$ cat config.mk
export PLATFORM = sky130hd
export DESIGN_NAME = regfile_sb_flat
export DESIGN_NICKNAME = d
export VERILOG_FILES = /design/src/rtl/regfile_sb_pkg.sv /design/src/rtl/regfile_sb_if.sv /design/src/rtl/regfile_sb_scoreboard.sv /design/src/rtl/regfile_sb.sv /design/src/flat_wrapper.sv
export SDC_FILE = /design/constraint.sdc
export NUM_CORES = 2
export LEC_CHECK = 0
export CAP_MARGIN = 20
export CELL_PAD_IN_SITES_DETAIL_PLACEMENT = 0
export CELL_PAD_IN_SITES_GLOBAL_PLACEMENT = 1
export CORE_ASPECT_RATIO = 0.8
export CORE_MARGIN = 8
export CORE_UTILIZATION = 50
export DETAILED_ROUTE_END_ITERATION = 7
export GPL_TIMING_DRIVEN = 0
export PLACE_DENSITY = 0.79
export SLEW_MARGIN = 20
export SYNTH_ARGS = -nofsm -noshare
export SYNTH_HDL_FRONTEND = slang
export SYNTH_HIERARCHICAL = 1
export SYNTH_SLANG_ARGS = --single-unit
$ cat constraint.sdc
create_clock -name clk -period 3.4 [get_ports clk]
set_input_delay 0.68 -clock clk [delete_from_list [all_inputs] [get_ports clk]]
set_output_delay 0.68 -clock clk [all_outputs]
set_load 0.02 [all_outputs]
$ cat src/rtl/regfile_sb_pkg.sv
`default_nettype none
// ============================================================================
// Module   : regfile_sb_pkg
// Brief    : Shared CPU constants: register index width, data width, r0 id.
// Revision : 1.0 - initial release
// ============================================================================
package regfile_sb_pkg;

    localparam int REG_W = 5;
    localparam int XLEN  = 32;

    localparam logic [REG_W-1:0] REG_ZERO = '0;

    function automatic logic is_zero_reg(input logic [REG_W-1:0] rn);
        return (rn == REG_ZERO);
    endfunction

endpackage
`default_nettype wire

$ cat src/rtl/regfile_sb_if.sv
`default_nettype none
// ============================================================================
// Module   : regfile_sb_if
// Brief    : Decode/write-back bundle for the register file and scoreboard.
// Revision : 1.0 - initial release
// ============================================================================
interface regfile_sb_if
    import regfile_sb_pkg::*;
#(
    parameter int NREG = 32,
    parameter int W    = XLEN
);

    logic [REG_W-1:0] rna;
    logic [REG_W-1:0] rnb;
    logic             ena;
    logic             enb;
    logic [W-1:0]     qa;
    logic [W-1:0]     qb;
    logic             we;
    logic [REG_W-1:0] wn;
    logic [W-1:0]     d;
    logic             iss_v;
    logic [REG_W-1:0] iss_rd;
    logic             stall;
    logic [NREG-1:0]  pend;

    modport master (
        output rna, rnb, ena, enb, we, wn, d, iss_v, iss_rd,
        input  qa, qb, stall, pend
    );

    modport slave (
        input  rna, rnb, ena, enb, we, wn, d, iss_v, iss_rd,
        output qa, qb, stall, pend
    );

endinterface
`default_nettype wire

$ cat src/rtl/regfile_sb_scoreboard.sv
`default_nettype none
// ============================================================================
// Module   : regfile_sb_scoreboard
// Brief    : Pending-write bit vector with set-over-clear update and stall compare.
// Revision : 1.0 - initial release
// ============================================================================
module regfile_sb_scoreboard
    import regfile_sb_pkg::*;
#(
    parameter int NREG = 32
) (
    input  wire logic             clk,
    input  wire logic             clrn,
    input  wire logic [REG_W-1:0] i_rna,
    input  wire logic [REG_W-1:0] i_rnb,
    input  wire logic             i_ena,
    input  wire logic             i_enb,
    input  wire logic             i_we,
    input  wire logic [REG_W-1:0] i_wn,
    input  wire logic             i_iss_v,
    input  wire logic [REG_W-1:0] i_iss_rd,
    output logic                  o_stall,
    output logic [NREG-1:0]       o_pend
);

    logic [NREG-1:0] r_pend;
    logic [NREG-1:0] w_pend_nxt;
    logic            w_haz_a;
    logic            w_haz_b;
    logic            w_stall;
    logic            w_set;

    // A same-cycle write-back of the wanted register is served by the bypass.
    assign w_haz_a = i_ena && !is_zero_reg(i_rna) && r_pend[i_rna] && !(i_we && (i_wn == i_rna));
    assign w_haz_b = i_enb && !is_zero_reg(i_rnb) && r_pend[i_rnb] && !(i_we && (i_wn == i_rnb));
    assign w_stall = w_haz_a | w_haz_b;

    assign w_set = i_iss_v && !is_zero_reg(i_iss_rd) && !w_stall;

    // Set is applied after clear so a new producer wins over the retiring one.
    always_comb begin
        w_pend_nxt = r_pend;
        if (i_we) begin
            w_pend_nxt[i_wn] = 1'b0;
        end
        if (w_set) begin
            w_pend_nxt[i_iss_rd] = 1'b1;
        end
        w_pend_nxt[0] = 1'b0;
    end

    always_ff @(posedge clk or negedge clrn) begin
        if (!clrn) begin
            r_pend <= '0;
        end else begin
            r_pend <= w_pend_nxt;
        end
    end

    assign o_stall = w_stall;
    assign o_pend  = r_pend;

endmodule
`default_nettype wire

$ cat src/rtl/regfile_sb.sv
`default_nettype none
// ============================================================================
// Module   : regfile_sb
// Brief    : 32x32 register file, two bypassed read ports, one write port, scoreboard.
// Revision : 1.0 - initial release
// ============================================================================
module regfile_sb
    import regfile_sb_pkg::*;
#(
    parameter int NREG = 32,
    parameter int W    = XLEN
) (
    input  wire logic   clk,
    input  wire logic   clrn,
    regfile_sb_if.slave bus
);

    // r0 is never stored; it reads as zero through the port mux.
    logic [W-1:0] r_regs [1:NREG-1];

    logic         w_wr_en;
    logic [W-1:0] w_qa;
    logic [W-1:0] w_qb;

    assign w_wr_en = bus.we && !is_zero_reg(bus.wn);

    always_ff @(posedge clk or negedge clrn) begin
        if (!clrn) begin
            for (int i = 1; i < NREG; i++) begin
                r_regs[i] <= '0;
            end
        end else if (w_wr_en) begin
            r_regs[bus.wn] <= bus.d;
        end
    end

    assign w_qa = is_zero_reg(bus.rna)             ? '0    :
                  (bus.we && (bus.wn == bus.rna))  ? bus.d :
                                                     r_regs[bus.rna];
    assign w_qb = is_zero_reg(bus.rnb)             ? '0    :
                  (bus.we && (bus.wn == bus.rnb))  ? bus.d :
                                                     r_regs[bus.rnb];

    assign bus.qa = w_qa;
    assign bus.qb = w_qb;

    regfile_sb_scoreboard #(
        .NREG (NREG)
    ) u_scoreboard (
        .clk      (clk),
        .clrn     (clrn),
        .i_rna    (bus.rna),
        .i_rnb    (bus.rnb),
        .i_ena    (bus.ena),
        .i_enb    (bus.enb),
        .i_we     (bus.we),
        .i_wn     (bus.wn),
        .i_iss_v  (bus.iss_v),
        .i_iss_rd (bus.iss_rd),
        .o_stall  (bus.stall),
        .o_pend   (bus.pend)
    );

endmodule
`default_nettype wire

$ cat src/flat_wrapper.sv
// flat-port wrapper written by rule: the top's interface ports become plain ports
module regfile_sb_flat import regfile_sb_pkg::*;
#(
    parameter int NREG = 32,
    parameter int W    = XLEN
)
  (clk, clrn, bus_rna, bus_rnb, bus_ena, bus_enb, bus_we, bus_wn, bus_d, bus_iss_v, bus_iss_rd, bus_qa, bus_qb, bus_stall, bus_pend);
  regfile_sb_if #(.NREG(NREG), .W(W)) bus_i ();
  input  wire logic clk;
  input  wire logic clrn;
  input wire logic [$bits(bus_i.rna)-1:0] bus_rna;
  input wire logic [$bits(bus_i.rnb)-1:0] bus_rnb;
  input wire logic [$bits(bus_i.ena)-1:0] bus_ena;
  input wire logic [$bits(bus_i.enb)-1:0] bus_enb;
  input wire logic [$bits(bus_i.we)-1:0] bus_we;
  input wire logic [$bits(bus_i.wn)-1:0] bus_wn;
  input wire logic [$bits(bus_i.d)-1:0] bus_d;
  input wire logic [$bits(bus_i.iss_v)-1:0] bus_iss_v;
  input wire logic [$bits(bus_i.iss_rd)-1:0] bus_iss_rd;
  output wire logic [$bits(bus_i.qa)-1:0] bus_qa;
  output wire logic [$bits(bus_i.qb)-1:0] bus_qb;
  output wire logic [$bits(bus_i.stall)-1:0] bus_stall;
  output wire logic [$bits(bus_i.pend)-1:0] bus_pend;
  assign bus_i.rna = bus_rna;
  assign bus_i.rnb = bus_rnb;
  assign bus_i.ena = bus_ena;
  assign bus_i.enb = bus_enb;
  assign bus_i.we = bus_we;
  assign bus_i.wn = bus_wn;
  assign bus_i.d = bus_d;
  assign bus_i.iss_v = bus_iss_v;
  assign bus_i.iss_rd = bus_iss_rd;
  assign bus_qa = bus_i.qa;
  assign bus_qb = bus_i.qb;
  assign bus_stall = bus_i.stall;
  assign bus_pend = bus_i.pend;
  regfile_sb #(.NREG(NREG), .W(W)) u_core (.clk(clk), .clrn(clrn), .bus(bus_i));
endmodule
==> Word level (Yosys, flattened, before mapping) <==
Index checks and enable logic that the tools add are counted.
{ "totals": {"inputBits": 58, "wordCells": 99, "reg_bits": 1023} }
{ "op_classes": {"eq_ne": 2, "reduce_logical": 25, "mux": 23, "magnitude_cmp": 10, "bitwise": 7} }
{ "op_table": {"columns": ["cell", "count"], "rows": [
  ["$bwmux 992", 1],
  ["$mux 32", 11],
  ["$bmux 32 s5", 2],
  ["$demux 32 s5", 1],
  ["$and 32x32->32", 1],
  ["$not 32->32", 1],
  ["$or 32x32->32", 1],
  ["$lt 5x6->1 const B", 4],
  ["$logic_not 5->1", 4],
  ["$ge 6x6->1 const B", 3],
  ["$not 5->6", 3],
  ["$logic_and 1x1->1", 14],
  ["$bmux 1 s5", 2],
  ["$demux 1 s5", 2],
  ["$eq 5x5->1", 2],
  ["$ge 5x1->1 const B", 2],
  ["$logic_not 1->1", 7],
  ["$lt 6x1->1 const B", 1],
  ["$mux 1", 4],
  ["$or 1x1->1", 1]
]} }

==> Logic depth before layout (Yosys ltp) <==
{ "logic_depth": {"word_depth": 9, "ltp_mapped": 9, "mapped_depth_nobuf": 6} }

==> Hierarchy <==
Netlist, hierarchy kept.
{ "modules_own_cells": {"columns": ["mod", "area_per_inst_um2", "n_inst", "seq_area_each_um2", "cells_per_inst"], "rows": [
  ["regfile_sb", 53541.4, 1, 24823.8, 3653],
  ["regfile_sb_scoreboard", 2192.1, 1, 775.7, 210]
]} }

==> Worst setup path before layout <==
Ideal clock, no wire load.
{ "synth_path": {"path_kind": "in2out", "startpoint": "in bus_rna[1]", "endpoint": "out bus_qa[12]", "required_ns": 2.720, "path_stages": 8, "setup_slack_ns": 0.138, "t_arrival_ns": 2.582, "path_buffers": 4, "cell_sequence": "buf_2 buf_2 buf_2 buf_2 a22oi_1 o211ai_1 a21oi_1 o41ai_1"} }
{ "synth_via": {"elab_chain_cells": 6} }
{ "synth_rtl": {"columns": ["item", "line_no", "text"], "rows": [
  ["start: declaration", "flat_wrapper.sv:11", "input wire logic [$bits(bus_i.rna)-1:0] bus_rna;"],
  ["$not 5->6 (not written as such)", "regfile_sb.sv:39", "r_regs[bus.rna];"],
  ["$bmux 32 s5", "regfile_sb.sv:39", null],
  ["$mux 32 (not written as such) (2 in a row)", "regfile_sb.sv:39", null],
  ["$mux 32", "regfile_sb.sv:38", "(bus.we && (bus.wn == bus.rna)) ? bus.d :"],
  ["$mux 32 *", "regfile_sb.sv:37", "assign w_qa = is_zero_reg(bus.rna) ? '0 :"],
  ["end: declaration", "flat_wrapper.sv:20", "output wire logic [$bits(bus_i.qa)-1:0] bus_qa;"]
]} }
Every way passes the cells marked *; elsewhere a longest branch is shown, timed or not. The select of a mux whose other input is x is not followed.

==> Final worst setup path <==
{ "layout_path": {"startpoint": "in bus_rnb[0]", "endpoint": "out bus_qb[16]"} }
{ "layout_via": {"elab_chain_cells": 6} }
{ "layout_rtl": {"columns": ["item", "line_no", "text"], "rows": [
  ["start: declaration", "flat_wrapper.sv:12", "input wire logic [$bits(bus_i.rnb)-1:0] bus_rnb;"],
  ["$not 5->6 (not written as such)", "regfile_sb.sv:42", "r_regs[bus.rnb];"],
  ["$bmux 32 s5", "regfile_sb.sv:42", null],
  ["$mux 32 (not written as such) (2 in a row)", "regfile_sb.sv:42", null],
  ["$mux 32", "regfile_sb.sv:41", "(bus.we && (bus.wn == bus.rnb)) ? bus.d :"],
  ["$mux 32 *", "regfile_sb.sv:40", "assign w_qb = is_zero_reg(bus.rnb) ? '0 :"],
  ["end: declaration", "flat_wrapper.sv:21", "output wire logic [$bits(bus_i.qb)-1:0] bus_qb;"]
]} }
Marked as above.

==> results.json <==
{
  "status": "finished, violations left",
  "violations": "design-rule violations, negative setup slack",
  "synth-edff-count": 0,
  "rrSetupSlack_ns": 1.12,
  "slew-limit-headroom_pct": 12.5,
  "post_synth_instance_area_um2": 55700,
  "area_of_the_multi_input_gates_um2": 30500,
  "drive_above_1_share_pct": 57.7,
  "remaining_drc_errors": 5,
  "grt_util_met2_pct": 52.8,
  "syn_to_final_growth_pct": 26.1,
  "timing.rr.end": "u_core/u_scoreboard/o_pend[3]$_DFF_PN0_",
  "core-area_um2": 110000,
  "grt_pass1_wl_um": 352000,
  "globalplace.congestion": 1.08,
  "postSynthNetCount": 3921,
  "combPwrFrac_pct": 27.3,
  "route.detailed.wl_per_inst_um": 44.7,
  "ys_async_sr_fraction_pct": 100,
  "site_row_count": 109,
  "sw_frac_of_total_pct": 31.5,
  "gr-usage-met1_pct": 52.2,
  "finalSetupViolCount": 92,
  "port_buffers": 147,
  "cts_htree_levels": 3,
  "grt_setup_unrepaired": "true",
  "post_synth_xor_area_fraction_pct": 0.314,
  "fp.dieArea_um2": 122000,
  "r2r.worst_path.cells": 8,
  "synth_seq_cells": 1023,
  "num-nets-final": 4405,
  "worstHoldPathType": "in -> async",
  "route.vias.total": 44700,
  "worst_setup_path_startpoint": "bus_rnb[0]",
  "cts_made_buffers": 108,
  "start_util_pct": 50.5,
  "grt_antenna_before_repair": 18,
  "synthesis.instances": 3863,
  "post_synth_and_or_nand_nor_area_fraction_pct": 3.40,
  "yosys_warnings": 6,
  "globalRouteMet3Util_pct": 27.8,
  "layout_worst_path_cycle_share_pct": 112,
  "critPathKind": "in -> out",
  "ios": 155,
  "number_of_max_capacitance_violations_reported": 0,
  "first_global_vias": 42000,
  "clk_pin_slew_ns": 0.06,
  "p_leak_nw": 30.1,
  "synth-compound-area-share_pct": 5.75,
  "r2r-start": "u_core/u_scoreboard/o_pend[30]$_DFF_PN0_",
  "ys_dominant_reg_cell": "sky130_fd_sc_hd__dfrtp_1",
  "layout.cells.most_common": "sky130_fd_sc_hd__mux2_2",
  "grt_max_degree": 141,
  "groute.usage.overall_pct": 41.6,
  "clockBufferDepth": 3,
  "clk_root_buffer_cell": "sky130_fd_sc_hd__clkbuf_16",
  "tritoncts": "done",
  "fmaxAchievable_mhz": 263,
  "num-fill-cells": 8104,
  "synth-adder-area-share_pct": 0,
  "power_frac_seq_pct": 40.8,
  "layout_common_cells": "sky130_fd_sc_hd__mux2_2 (1074), sky130_fd_sc_hd__dfrtp_1 (1022), sky130_fd_sc_hd__mux4_2 (425)",
  "register_area_um2": 25600,
  "power_switching_w": 0.0128,
  "setup_tns_ns": -14.00,
  "grt.overflow.total": 0,
  "power_per_cell_area_nw_per_um2": 580,
  "dp.final_hpwl_um": 179000,
  "pre_cts_ws_ns": -3.01,
  "max-vdd-ir-drop_v": 0.000449,
  "worstMarginPinSlew_ns": 1.31,
  "die_width_um": 389,
  "clock-sinks": 1023,
  "die_span_y_um": 315,
  "element_type_at_the_critical_path_end": "output port",
  "critPathLaunchType": "input port",
  "routed_via_density": 7.59,
  "finalHoldViolCount": 0,
  "synth_sequential_area_ratio_pct": 45.9,
  "yosys.cell_types.count": 64,
  "drt_iter0_markers": 7488,
  "top_usage_layer": "met2",
  "syn-mean-instance-area_um2": 14.4,
  "main_combinational_cell_family_by_area_after_synthesis": "multiplexers",
  "finClkSkew_ns": 0.00734,
  "cp.arrival_ns": 3.13,
  "int_power_w": 0.0279,
  "critPathMaxFanout": 7,
  "fin_crit_ns": 3.81,
  "drt-total-wl_um": 263000,
  "timing.final.max_slew_violations": 0,
  "clock_latency_ns": 0.72,
  "mux_cell_area_share_after_synthesis_pct": 41.1,
  "length_of_the_first_detailed_routing_pass_in_iterations": 8,
  "power_frac_clock_pct": 32.0,
  "postRouteAntennaNets": 0,
  "worst-endpoint-required_ns": 2.72,
  "final.setup.worst_slack_ns": -0.409
}
[Yosys cell counts, types with 42 or more instances]
library cell	instances	area (um2)
sky130_fd_sc_hd__dfrtp_1	1023	25600
sky130_fd_sc_hd__nand2_1	97	364
sky130_fd_sc_hd__nor2_1	105	394
sky130_fd_sc_hd__a211oi_1	44	330
sky130_fd_sc_hd__nor3_1	81	405
sky130_fd_sc_hd__buf_2	85	425
sky130_fd_sc_hd__clkbuf_1	216	811
sky130_fd_sc_hd__mux4_2	425	9570
sky130_fd_sc_hd__mux2i_1	80	801
sky130_fd_sc_hd__buf_1	58	218
sky130_fd_sc_hd__a221oi_1	69	604
sky130_fd_sc_hd__mux2_2	1083	12200
sky130_fd_sc_hd__o21ai_0	53	265
sky130_fd_sc_hd__a221o_1	42	420
sky130_fd_sc_hd__a22o_1	53	464
[what timing repair did]
item,in CTS,in global routing
setup endpoints to repair,128,202
endpoints found under the hold margin,76,0
pin swaps,141,122
setup buffers,133,78
hold buffers,1,0
gates cloned,10,7
resized for setup,1231,246
[worst max-delay path, cell delays in order]
cell	delay, ns
sky130_fd_sc_hd__buf_16	0.14
sky130_fd_sc_hd__buf_16	0.16
sky130_fd_sc_hd__buf_16	0.15
sky130_fd_sc_hd__buf_12	0.13
sky130_fd_sc_hd__nor2b_4	0.20
sky130_fd_sc_hd__buf_6	0.14
sky130_fd_sc_hd__buf_8	0.11
sky130_fd_sc_hd__buf_6	0.10
sky130_fd_sc_hd__a221oi_4	0.06
sky130_fd_sc_hd__nor3_4	0.55
sky130_fd_sc_hd__a211oi_2	0.19
sky130_fd_sc_hd__nor3_4	0.34
sky130_fd_sc_hd__buf_6	0.17
[final cells by class]
cell class	count	area share [%]
repair buffers	384	6.58
well taps	1443	2.57
inverters	5	0.0356
flip-flops and latches	1023	36.4
multi-input cells	2422	43.4
clock buffers	156	4.59
plain buffers	403	5.46
clock inverters	46	0.917
diodes	14	0.0498
[sequential cells by signal, indices dropped and copies added, names as in the netlist]
name	count
u_core/r_regs	992
u_core/u_scoreboard/o_pend	31
[stage by stage]
stage / total power, W / cells / util [%] / instance area (um2) / hold WS (ns)
after floorplan: 0.0219 / 3863 / - / 55700 / 0.384
after global placement: 0.0255 / 5453 / 53.4 / 59000 / 0.499
after detailed placement: 0.0258 / 5467 / 53.8 / 59500 / 0.509
after CTS: 0.0397 / 5808 / 62.1 / 68600 / 0.502
after global routing: 0.0416 / 5885 / 63.6 / 70300 / 0.516
final: 0.0407 / 5896 / 63.6 / 70300 / 0.494
[power by group through the flow]
| stage | Combinational (W) | Clock, W | Sequential, W |
|---|---|---|---|
| global placement | 0.00898 | 0 | 0.0166 |
| detailed placement | 0.00924 | 0 | 0.0166 |
| global route | 0.0113 | 0.0135 | 0.0168 |
| finish | 0.0111 | 0.0130 | 0.0166 |
| CTS | 0.0102 | 0.0131 | 0.0164 |
| floorplan | 0.00594 | 0 | 0.0160 |
[cells by family after synthesis]
logic type      count (synthesis)
simple gates                  392
mux                          1600
xor+xnor                       20
other cells                     1
flops                        1023
compound gates                409
buf+inv                       418
[per-layer routing]
metal / share of wire (%) / vias to the layer above
met5: 0.69 / -
met4: 6.9 / 38
met3: 19 / 1013
met2: 38 / 4107
met1: 36 / 23500
li1: - / 16100
[how the worst max path moves through the flow]
stage,endpoint
final,bus_qb[16]
after global routing,bus_qb[12]
after CTS,bus_qb[0]
after detailed placement,bus_qb[12]
after global placement,u_core/r_regs[888]$_DFFE_PN0P_
after floorplan,bus_qa[12]
No activity file was read; power rests on OpenSTA's default activity.
